## config.mk

```make
export PLATFORM = sky130hd
export DESIGN_NAME = ram_stream_reader
export DESIGN_NICKNAME = d
export VERILOG_FILES = /design/src/rtl/ram_stream_reader.sv
export SDC_FILE = /design/constraint.sdc
export NUM_CORES = 1
export LEC_CHECK = 0
export ABC_AREA = 1
export CORE_MARGIN = 4
export CORE_UTILIZATION = 40
export DETAILED_ROUTE_END_ITERATION = 8
export GPL_TIMING_DRIVEN = 0
export PLACE_DENSITY = 0.68
export SYNTH_ARGS = -nofsm -noshare
export SYNTH_HDL_FRONTEND = slang
export SYNTH_SLANG_ARGS = --single-unit
```

## constraint.sdc

```tcl
create_clock -name clk -period 7.3 [get_ports clk]
set_input_delay 1.46 -clock clk [delete_from_list [all_inputs] [get_ports clk]]
set_output_delay 1.46 -clock clk [all_outputs]
set_load 0.02 [all_outputs]
```

## src/rtl/ram_stream_reader.sv

```systemverilog
// ram_stream_reader: walks a RAM address range and presents the words on a valid/ready stream.
// Optional RAM_READER_CLEAR_EN: each word is zeroed in the RAM in the cycle after it is read.
module ram_stream_reader #(
  parameter int WIDTH      = 12,
  parameter int DEPTH      = 256,
  parameter int ADDR_WIDTH = $clog2(DEPTH)
) (
  input  logic                  clk,
  input  logic                  rst,
  input  logic                  start,
  input  logic [ADDR_WIDTH-1:0] base_addr,
  input  logic [ADDR_WIDTH:0]   length,
  output logic                  busy,
  output logic                  done,
  output logic [ADDR_WIDTH-1:0] ram_addr,
  output logic                  ram_wrEn,
  output logic [WIDTH-1:0]      ram_dataIn,
  input  logic [WIDTH-1:0]      ram_dataOut,
  output logic [WIDTH-1:0]      out_data,
  output logic                  out_valid,
  input  logic                  out_ready,
  output logic [1:0]            o_dbg_state
);

  // Stream handshake: a word moves on every cycle where out_valid & out_ready.
  // out_valid comes straight from a register, and a shown word holds until taken.

  typedef enum logic [1:0] {S_IDLE, S_READ, S_DRAIN, S_DONE} state_t;

  localparam logic [ADDR_WIDTH:0]   L_DEPTH = (ADDR_WIDTH+1)'(DEPTH);
  localparam logic [ADDR_WIDTH:0]   L_ONE   = {{ADDR_WIDTH{1'b0}}, 1'b1};
  localparam logic [ADDR_WIDTH-1:0] L_LAST  = ADDR_WIDTH'(DEPTH - 1);

  state_t                r_state;
  logic                  r_busy;
  logic                  r_done;
  logic [ADDR_WIDTH-1:0] r_addr;
  logic [ADDR_WIDTH:0]   r_left;
  logic                  r_pend;
  logic [WIDTH-1:0]      r_buf [2];
  logic                  r_head;
  logic [1:0]            r_count;
  logic                  r_valid;
`ifdef RAM_READER_CLEAR_EN
  logic                  r_clr;
`endif

  logic                  w_pop;
  logic [2:0]            w_occ;
  logic                  w_issue;
  logic                  w_wr_idx;
  logic [ADDR_WIDTH:0]   w_len;
  logic [ADDR_WIDTH-1:0] w_addr_inc;

  assign w_pop      = r_valid & out_ready;
  // Buffer occupancy after this edge; a read is only issued if its word is sure to fit.
  assign w_occ      = {1'b0, r_count} - {2'b00, w_pop} + {2'b00, r_pend};
`ifdef RAM_READER_CLEAR_EN
  assign w_issue    = (r_state == S_READ) && !r_clr && (w_occ < 3'd2);
`else
  assign w_issue    = (r_state == S_READ) && (w_occ < 3'd2);
`endif
  assign w_wr_idx   = r_head ^ r_count[0];
  assign w_len      = (length > L_DEPTH) ? L_DEPTH : length;
  assign w_addr_inc = (r_addr == L_LAST) ? '0 : r_addr + 1'b1;

  always_ff @(posedge clk) begin
    if (rst) begin
      r_state  <= S_IDLE;
      r_busy   <= 1'b0;
      r_done   <= 1'b0;
      r_addr   <= '0;
      r_left   <= '0;
      r_pend   <= 1'b0;
      r_buf[0] <= '0;
      r_buf[1] <= '0;
      r_head   <= 1'b0;
      r_count  <= 2'd0;
      r_valid  <= 1'b0;
`ifdef RAM_READER_CLEAR_EN
      r_clr    <= 1'b0;
`endif
    end else begin
      if (r_pend) r_buf[w_wr_idx] <= ram_dataOut;
      if (w_pop) r_head <= ~r_head;
      r_count <= w_occ[1:0];
      r_valid <= (w_occ != 3'd0);
      r_pend  <= w_issue;
`ifdef RAM_READER_CLEAR_EN
      // The address stays put for the clear cycle and advances afterwards.
      r_clr <= w_issue;
      if (r_clr) r_addr <= w_addr_inc;
`endif
      case (r_state)
        S_IDLE: begin
          if (start) begin
            if (w_len == '0) begin
              r_state <= S_DONE;
              r_done  <= 1'b1;
            end else begin
              r_state <= S_READ;
              r_busy  <= 1'b1;
              r_addr  <= base_addr;
              r_left  <= w_len;
            end
          end
        end
        S_READ: begin
          if (w_issue) begin
            r_left <= r_left - L_ONE;
`ifndef RAM_READER_CLEAR_EN
            r_addr <= w_addr_inc;
`endif
            if (r_left == L_ONE) r_state <= S_DRAIN;
          end
        end
        S_DRAIN: begin
          if (w_pop && (r_count == 2'd1) && !r_pend) begin
            r_state <= S_DONE;
            r_busy  <= 1'b0;
            r_done  <= 1'b1;
          end
        end
        default: begin
          r_state <= S_IDLE;
          r_done  <= 1'b0;
        end
      endcase
    end
  end

  assign busy        = r_busy;
  assign done        = r_done;
  assign ram_addr    = r_addr;
  assign ram_dataIn  = '0;
`ifdef RAM_READER_CLEAR_EN
  assign ram_wrEn    = r_clr & ~rst;
`else
  assign ram_wrEn    = 1'b0;
`endif
  assign out_data    = r_buf[r_head];
  assign out_valid   = r_valid;
  assign o_dbg_state = r_state;

endmodule

```

# Yosys cells after proc, flatten, opt, wreduce, memory -nomap -nowiden

Memory sizes are Yosys's and may differ from the RTL's. A register that Yosys moved wholly into a read port is not among the register bits.
Cells that the tools add are included.

Latch bits: 0
Logic and storage cells: 79
Output and inout port bits: 38
Bits of input ports: 33
Memory bits (read-only): 0
Bits in registers: 26
Memories: 1
RAM bits: 24

Memory list:

| name  | words | bits a word | read ports | clocked after Yosys merged registers in | write ports | line | text |
|---|---|---|---|---|---|---|---|
| r_buf | 2     | 12          | 1          | 1                                       | 2           | 40   | `logic [WIDTH-1:0] r_buf [2];` |

Equal/unequal tests: 11
Add/subtract/negate cells: 4
Shift-type cells: 0
Reductions and logical operators: 14
$mul: 0
Multiplexer cells: 34
Divide/modulo/power cells: 0
Bitwise operators: 4
Order comparisons: 2

Operator list:

| cell                | count |
|---|---|
| $mux 9              | 4 |
| $mux 8              | 4 |
| $pmux 9 s2          | 1 |
| $pmux 8 s2          | 1 |
| $reduce_and 4->1    | 4 |
| $mux 1              | 15 |
| $mux 12             | 1 |
| $reduce_or 12->1    | 1 |
| $mux 2              | 5 |
| $ne 2x2->1 const B  | 5 |
| $eq 9x1->1 const B  | 1 |
| $gt 9x9->1 const B  | 1 |
| $logic_not 9->1     | 1 |
| $sub 9x1->9 const B | 1 |
| $add 8x1->8 const B | 1 |
| $eq 8x8->1 const B  | 1 |
| $pmux 2 s3          | 1 |
| $eq 2x1->1 const B  | 2 |
| $reduce_bool 2->1   | 2 |
| $add 3x1->3         | 1 |
| $logic_and 1x1->1   | 3 |
| $lt 3x2->1 const B  | 1 |
| $pmux 1 s3          | 1 |
| $reduce_bool 3->1   | 1 |
| 9 further kinds     | 10 |

# Depth between registers and ports, before layout

Gate-level depths: netlist (run 1).

Depth in word-level cells: 7
Mapped depth: 14
Depth with buffers taken out: 14

# Least setup slack after synthesis (run 1)

Ideal clock, no wire load.

Path kind: in2reg
Start: input port out_ready
End: register r_addr[2], in the netlist ram_addr[2]
Required time: 7183 ps
Cell stages on the path: 13
Library setup time: 117 ps
Arrival time: 3330 ps
Slack: 3853 ps
Buffers on the path: 1
Cells stage by stage: nand2_1 -> inv_1 -> ha_1 -> inv_1 -> ha_1 -> fa_1 -> a21oi_1 -> nand2_1 -> a21oi_2 -> nand2_4 -> buf_12 -> nor3_1 -> nor2_1

Longest elaborated chain between the ends: 7

RTL lines:

| item                              | line | text |
|---|---|---|
| from (decl)                       | 21   | `input logic out_ready,` |
| $and 1x1->1                       | 55   | `assign w_pop = r_valid & out_ready;` |
| named net w_pop                   | 48   | `logic w_pop;` |
| $sub 2x1->3                       | 57   | `assign w_occ = {1'b0, r_count} - {2'b00, w_pop} + {2'b00, r_pend};` |
| $add 3x1->3                       | 57   |  |
| named net w_occ[1]                | 49   | `logic [2:0] w_occ;` |
| $lt 3x2->1                        | 61   | `assign w_issue = (r_state == S_READ) && (w_occ < 3'd2);` |
| $logic_and 1x1->1                 | 61   |  |
| $ne 2x2->1 (no source line)       | -    |  |
| $reduce_and 4->1 (no source line) | -    |  |
| to (signal assigned)              | 103  | `r_addr <= base_addr;` |
| to (signal assigned)              | 112  | `r_addr <= w_addr_inc;` |
| to (decl)                         | 37   | `logic [ADDR_WIDTH-1:0] r_addr;` |

The timed path passes the listed nets, and every way through them passes these cells.
A chain may end at the register's enable or synchronous reset.

# Final worst setup path (run 1)

Start: input port out_ready
End: register r_addr[5], in the netlist ram_addr[5]

The elaborated chain is that of the path after synthesis.

==> results.cfg, run 1 <==
[sta]
min_period_ns = 3.843
tightest_slew_ns = 0.5602
tns_ns = 0
setup_violations = 0
fin_crit_sh = 0.5265
fmax_ghz = 0.2602
whs_ns = 0.4481
drv_slew = 0
slew_headroom = 0.6265
rsz0062_at_grt = no
fin_worst_skew_ns = 0.006927
timing.final.hold_violations = 0

[power_and_ir_drop]
p_leak_nw = 1.740
clock_power_share = 0.118
p_sw_frac = 0.4494
switching_power_w = 0.0006300
p_per_area_nw_per_um2 = 367.1
internal-power_w = 0.0007719
comb_power_share = 0.562
peakVddDrop_v = 0.0002086
pwr-share-seq = 0.320

[detailed_routing]
viasPerCell = 4.622
wire_per_inst_um = 12.10
postRouteAntennaNets = 0
vias = 2644
route.detailed.drc = 0
wirelength_mm = 6.923
drtPass1Iterations = 4
dr.first_iter.drc_count = 127

[yosys]
yosysWarningCount = 0
synth-edff-count = 24
ys_ff_latch = 51
postSynthCellCount = 396
synth.avg_cell_area_um2 = 7.551
synth_top_area_cell = edfxtp_1
ys.flop_type = dfxtp_1
ys_seq_area_frac = 0.4218
ys_top_cells_by_area = edfxtp_1 24%, dfxtp_1 18%, nand2_1 11%
syn_area_um2 = 2990
synth_cell_type_count = 34
synth-async-reset-ratio = 0
synth_common_cells = 91 x nand2_1, 71 x nor2_1, 50 x inv_1
synth_most_common_cell = nand2_1
yosys.area.top_type_share = 0.2410

[setup_path]
critPathSlowestCell = fa_1
critical-path-top-delay-family = adder cells
max_stage_delay_ns = 0.47
r2r_start = out_valid
crit_path_end = ram_addr[5]
path_class = in -> reg
worstPathRequired_ns = 7.55
cp.arrival_ns = 4.09
r2r_cells = 14
r2r_slack_ns = 4.70
cp_common_cell = nand2_1
rr_endpoint = ram_addr[5]
crit_path_start_kind = primary input
worstSetupStartpoint = out_ready
cp_num_buf_inv = 4
cp_num_cells = 15
crit_fanout = 10
endpoint_kind = flip-flop
path_cells = clkdlybuf4s50_1, nand2_1, inv_1, ha_1, inv_1, ha_1, fa_1, a21oi_1, nand2_1, a21oi_2, nand2_4, buf_6, nand2_1, nand2_1, nor2_1

[cells_and_area]
nFillCells = 727
antenna_cells = 0
drive_gt1_frac = 0.1078
syn_to_final_growth_pct = 27.70
instances_no_fill = 572
nets = 515
multiInputGateArea_um2 = 1400
seqCellArea_um2 = 1261

[cts]
clk_pin_slew_ns = 0.10
clock_latency_ns = 0.31
cts_sinks = 51
ctsHoldBuffers = 0
cts_tree = built
cts_root_buf = clkbuf_8
clock_path_buffers = 2
postCtsSetupRepairBufs = 0
cts_resized = 0
cts_buffers = 5
htreeDepth = 2

[die]
rows = 31
die-area_um2 = 8924
design.core.area_um2 = 7253
fp.dieW_um = 94.47
ioPinCount = 71
start_util = 0.4123
die_h_um = 94.47

[global_route]
track_usage = 0.1600
grt_use_met2 = 0.2683
grt-ovfl-total = 0
gr-usage-met3 = 0.02709
grt_pass1_vias = 2573
met1_usage = 0.2035
grt_first_pass_wirelength_mm = 11.32
grt.busiest_layer = met2
grt_max_degree = 17
antenna_found_initial = 0

[place]
port_buffers = 57
gp_congestion = 0.8964
hpwl_mm = 5.103
placedCellCount = 564

[run_status]
status = finished, final reports clean

[job]
cap_violations = 0

[worst_hold_path]
hold_path.class = reg -> reg
## cell families (layout without fill, tap and decap cells)
family	Yosys count	count (layout)	share of synthesized area
muxes	13	13	0.04854
DFF	51	51	0.4218
adders and majority gates	10	10	0.04435
xor gates and xnor gates	6	6	0.01757
AOI/OAI and AO/OA	30	30	0.05523
other	1	13	0.001254
and+or+nand+nor	206	206	0.2862
buffers and inverters	79	144	0.1251
## worst min path at each step
stage	start	to	depth (start not counted)	slack, ns
6_report	busy	busy	2	0.45
5_1_grt	busy	busy	2	0.48
4_1_cts	busy	busy	2	0.46
3_5_place_dp	busy	busy	2	0.44
3_3_place_gp	busy	busy	2	0.44
2_1_floorplan	r_left[1]	r_left[1]	2	0.48
## registers in the layout, summed over array words and instances, names as in the netlist, named ones only
name	flops
r_buf	24
r_head	1
r_left	9
r_count	2
o_dbg_state	2
busy	1
r_pend	1
done	1
ram_addr	8
out_valid	1
## layer usage
layer	part of all wire	vias to the layer above
met5	0	-
met4	0.013	0
met3	0.079	9
met2	0.46	103
met1	0.45	1167
li1	-	1365
## tightest hold or removal path: stages (launching register included)
cell and delay (ns):
dfxtp_1 0.32, inv_1 0.04, a21oi_1 0.05
## power by group through the flow
stage / clock [W] / sequential, W / combinational (W)
floorplan: 0 / 0.000481 / 0.000520
global route: 0.000180 / 0.000460 / 0.000889
detailed placement: 0 / 0.000452 / 0.000781
CTS: 0.000172 / 0.000447 / 0.000788
finish: 0.000166 / 0.000448 / 0.000788
global placement: 0 / 0.000451 / 0.000766
## cells in the final DEF (no fill, tap or decap), types with 3 or more instances in the layout
master	n
edfxtp_1	24
nand2_2	3
nand3_1	26
mux2_2	12
buf_4	13
dfxtp_1	27
inv_1	50
nor2_1	71
nand2_1	91
conb_1	13
o21ai_0	15
buf_2	4
o21ai_1	3
nor3_1	6
clkbuf_1	5
clkbuf_8	5
ha_1	9
a21oi_1	8
clkdlybuf4s50_1	57
xor2_1	4
a21oi_2	4
## final cells by class
cell class / count / share of cell area
Timing Repair Buffer: 57 / 0.1494
Multi-Input combinational cell: 278 / 0.3666
Clock inverter: 3 / 0.005242
Clock buffer: 5 / 0.01802
Sequential cell: 51 / 0.3303
Inverter: 53 / 0.05210
Buffer: 26 / 0.04587
Tap cell: 99 / 0.03244
## per-stage QoR
| step | total power [W] | setup WS, ns | instance area [um2] | util |
|---|---|---|---|---|
| after floorplan | 0.001001 | 3.853 | 3035 | - |
| after global placement | 0.001217 | 3.229 | 3730 | 0.5142 |
| after detailed placement | 0.001233 | 3.160 | 3730 | 0.5142 |
| after CTS | 0.001407 | 3.450 | 3819 | 0.5265 |
| after global routing | 0.001529 | 3.246 | 3819 | 0.5265 |
| final | 0.001402 | 3.457 | 3819 | 0.5265 |
Note: power is estimated with default switching activity, not from simulation.
==> run 2, diff against run 1 <==
- PLACE_DENSITY: 0.68 -> 0.71
- clock period: 7.3 -> 3.4 ns (I/O delays scaled with it)
==> run 2 against run 1 <==
Against the previous run:
- hold slack improved by 0.010 ns
- clock-buffer cell count unchanged
- via count decreased by 0.79%
- critical path depth unchanged
- flip-flop and latch count unchanged
- final cell count unchanged
- critical path type unchanged
==> results.cfg, run 2 (same netlist as run 1, synthesis figures left out) <==
[run_status]
status = finished, final reports clean

[place]
hpwl_mm = 5.087
port_buffers = 57
gp_congestion = 0.8457
dpl_cell_area_um2 = 3730

[die]
rows = 31
die_h_um = 94.47
fp.dieW_um = 94.47
start_util = 0.4123
design.core.area_um2 = 7253
die-area_um2 = 8924
ioPinCount = 71

[power_and_ir_drop]
p_sw_frac = 0.4459
p_per_area_nw_per_um2 = 783.0
clock_power_share = 0.115
comb_power_share = 0.562
pwr-share-seq = 0.323
internal-power_w = 0.001657
fin_total_pwr_w = 0.002990
peakVddDrop_v = 0.0004562
switching_power_w = 0.001333
p_leak_nw = 1.742

[detailed_routing]
dr.first_iter.drc_count = 99
viasPerCell = 4.586
drtPass1Iterations = 4
vias = 2623
wirelength_mm = 6.729
wire_per_inst_um = 11.76
postRouteAntennaNets = 0
route.detailed.drc = 0

[sta]
slew_headroom = 0.5893
fmax_ghz = 0.3331
min_period_ns = 3.002
drv_slew = 0
rsz0062_at_grt = no
tightest_slew_ns = 0.6160
tns_ns = 0
whs_ns = 0.4580
fin_worst_skew_ns = 0.005385
setup_violations = 0
fin_crit_sh = 0.8830
timing.final.hold_violations = 0

[worst_hold_path]
hold_path.class = reg -> reg

[setup_path]
r2r_slack_ns = 0.86
cp.arrival_ns = 3.18
endpoint_kind = flip-flop
worstPathRequired_ns = 3.58
crit_fanout = 9
path_class = in -> reg
crit_path_start_kind = primary input

[cts]
htreeDepth = 2
cts_resized = 0
clock_latency_ns = 0.30
cts_sinks = 51
cts_buffers = 5
clk_pin_slew_ns = 0.09
clock_path_buffers = 2
ctsHoldBuffers = 0
postCtsSetupRepairBufs = 0
cts_root_buf = clkbuf_8
cts_tree = built

[cells_and_area]
antenna_cells = 0
final_common_cell = nand2_1
drive_gt1_frac = 0.1057
design_area_um2 = 3819
nets = 515
nFillCells = 692
regMostFlops = r_buf
largest_reg_flops = 24
postLayoutCoreUtil = 0.5265
layout_common_cells = 91 x nand2_1, 71 x nor2_1, 57 x clkdlybuf4s50_1, 50 x inv_1, 27 x dfxtp_1
syn_to_final_growth_pct = 27.70

[global_route]
track_usage = 0.1576
grt_first_pass_wirelength_mm = 11.22
grt-ovfl-total = 0
grt_pass1_vias = 2560
grt_max_degree = 17
antenna_found_initial = 0

[job]
cap_violations = 0
## run 2: metal layers
layer | global-route usage | part of all wire | vias to the layer above
met5 | 0 | 0 | -
met3 | 0.03665 | 0.084 | 9
li1 | - | - | 1366
met2 | 0.2707 | 0.46 | 96
met4 | 0.05048 | 0.012 | 0
met1 | 0.1952 | 0.44 | 1152
## run 2: cell type report
type,instances,area [um2],share of cell area
Multi-Input combinational cell,278,1400,0.3666
Buffer,26,175.2,0.04587
Inverter,53,198.9,0.05210
Clock inverter,3,20.02,0.005242
Timing Repair Buffer,57,570.5,0.1494
Sequential cell,51,1261,0.3303
Tap cell,99,123.9,0.03244
Clock buffer,5,68.82,0.01802
## run 2: worst paths after layout
path | from | to | depth (start not counted)
setup / recovery | out_ready | r_left[5] | 15
setup reg to reg | out_valid | r_left[5] | 14
hold reg to reg | done | done | 2
hold / removal | done | done | 2
## run 2: power groups by stage
stage	logic, W	clock network [W]	registers, W
finish	0.00168	0.000343	0.000966
global placement	0.00164	0	0.000970
CTS	0.00168	0.000359	0.000965
global route	0.00191	0.000381	0.000991
floorplan	0.00112	0	0.00103
detailed placement	0.00167	0	0.000974
## run 2: metrics by stage
stage	instances	worst slack, ns
after floorplan	408	0.7331
after global placement	564	0.1221
after detailed placement	564	0.07855
after CTS	572	0.4108
after global routing	572	0.1946
final	572	0.3979
## run 2: critical path, stage by stage
cell	delay, ns
clkdlybuf4s50_1	0.40
nand2_1	0.09
inv_1	0.06
ha_1	0.27
inv_1	0.04
ha_1	0.18
fa_1	0.46
a21oi_1	0.12
nand2_1	0.13
a21oi_2	0.27
nand2_4	0.13
inv_2	0.19
nand2_1	0.07
nand2_1	0.06
nor2_1	0.03
==> run 3, diff against run 2 <==
- SETUP_SLACK_MARGIN: not set -> 0.1
==> results of run 3 <==
No change in the layout: final DEF, timing and power equal those of run 2.
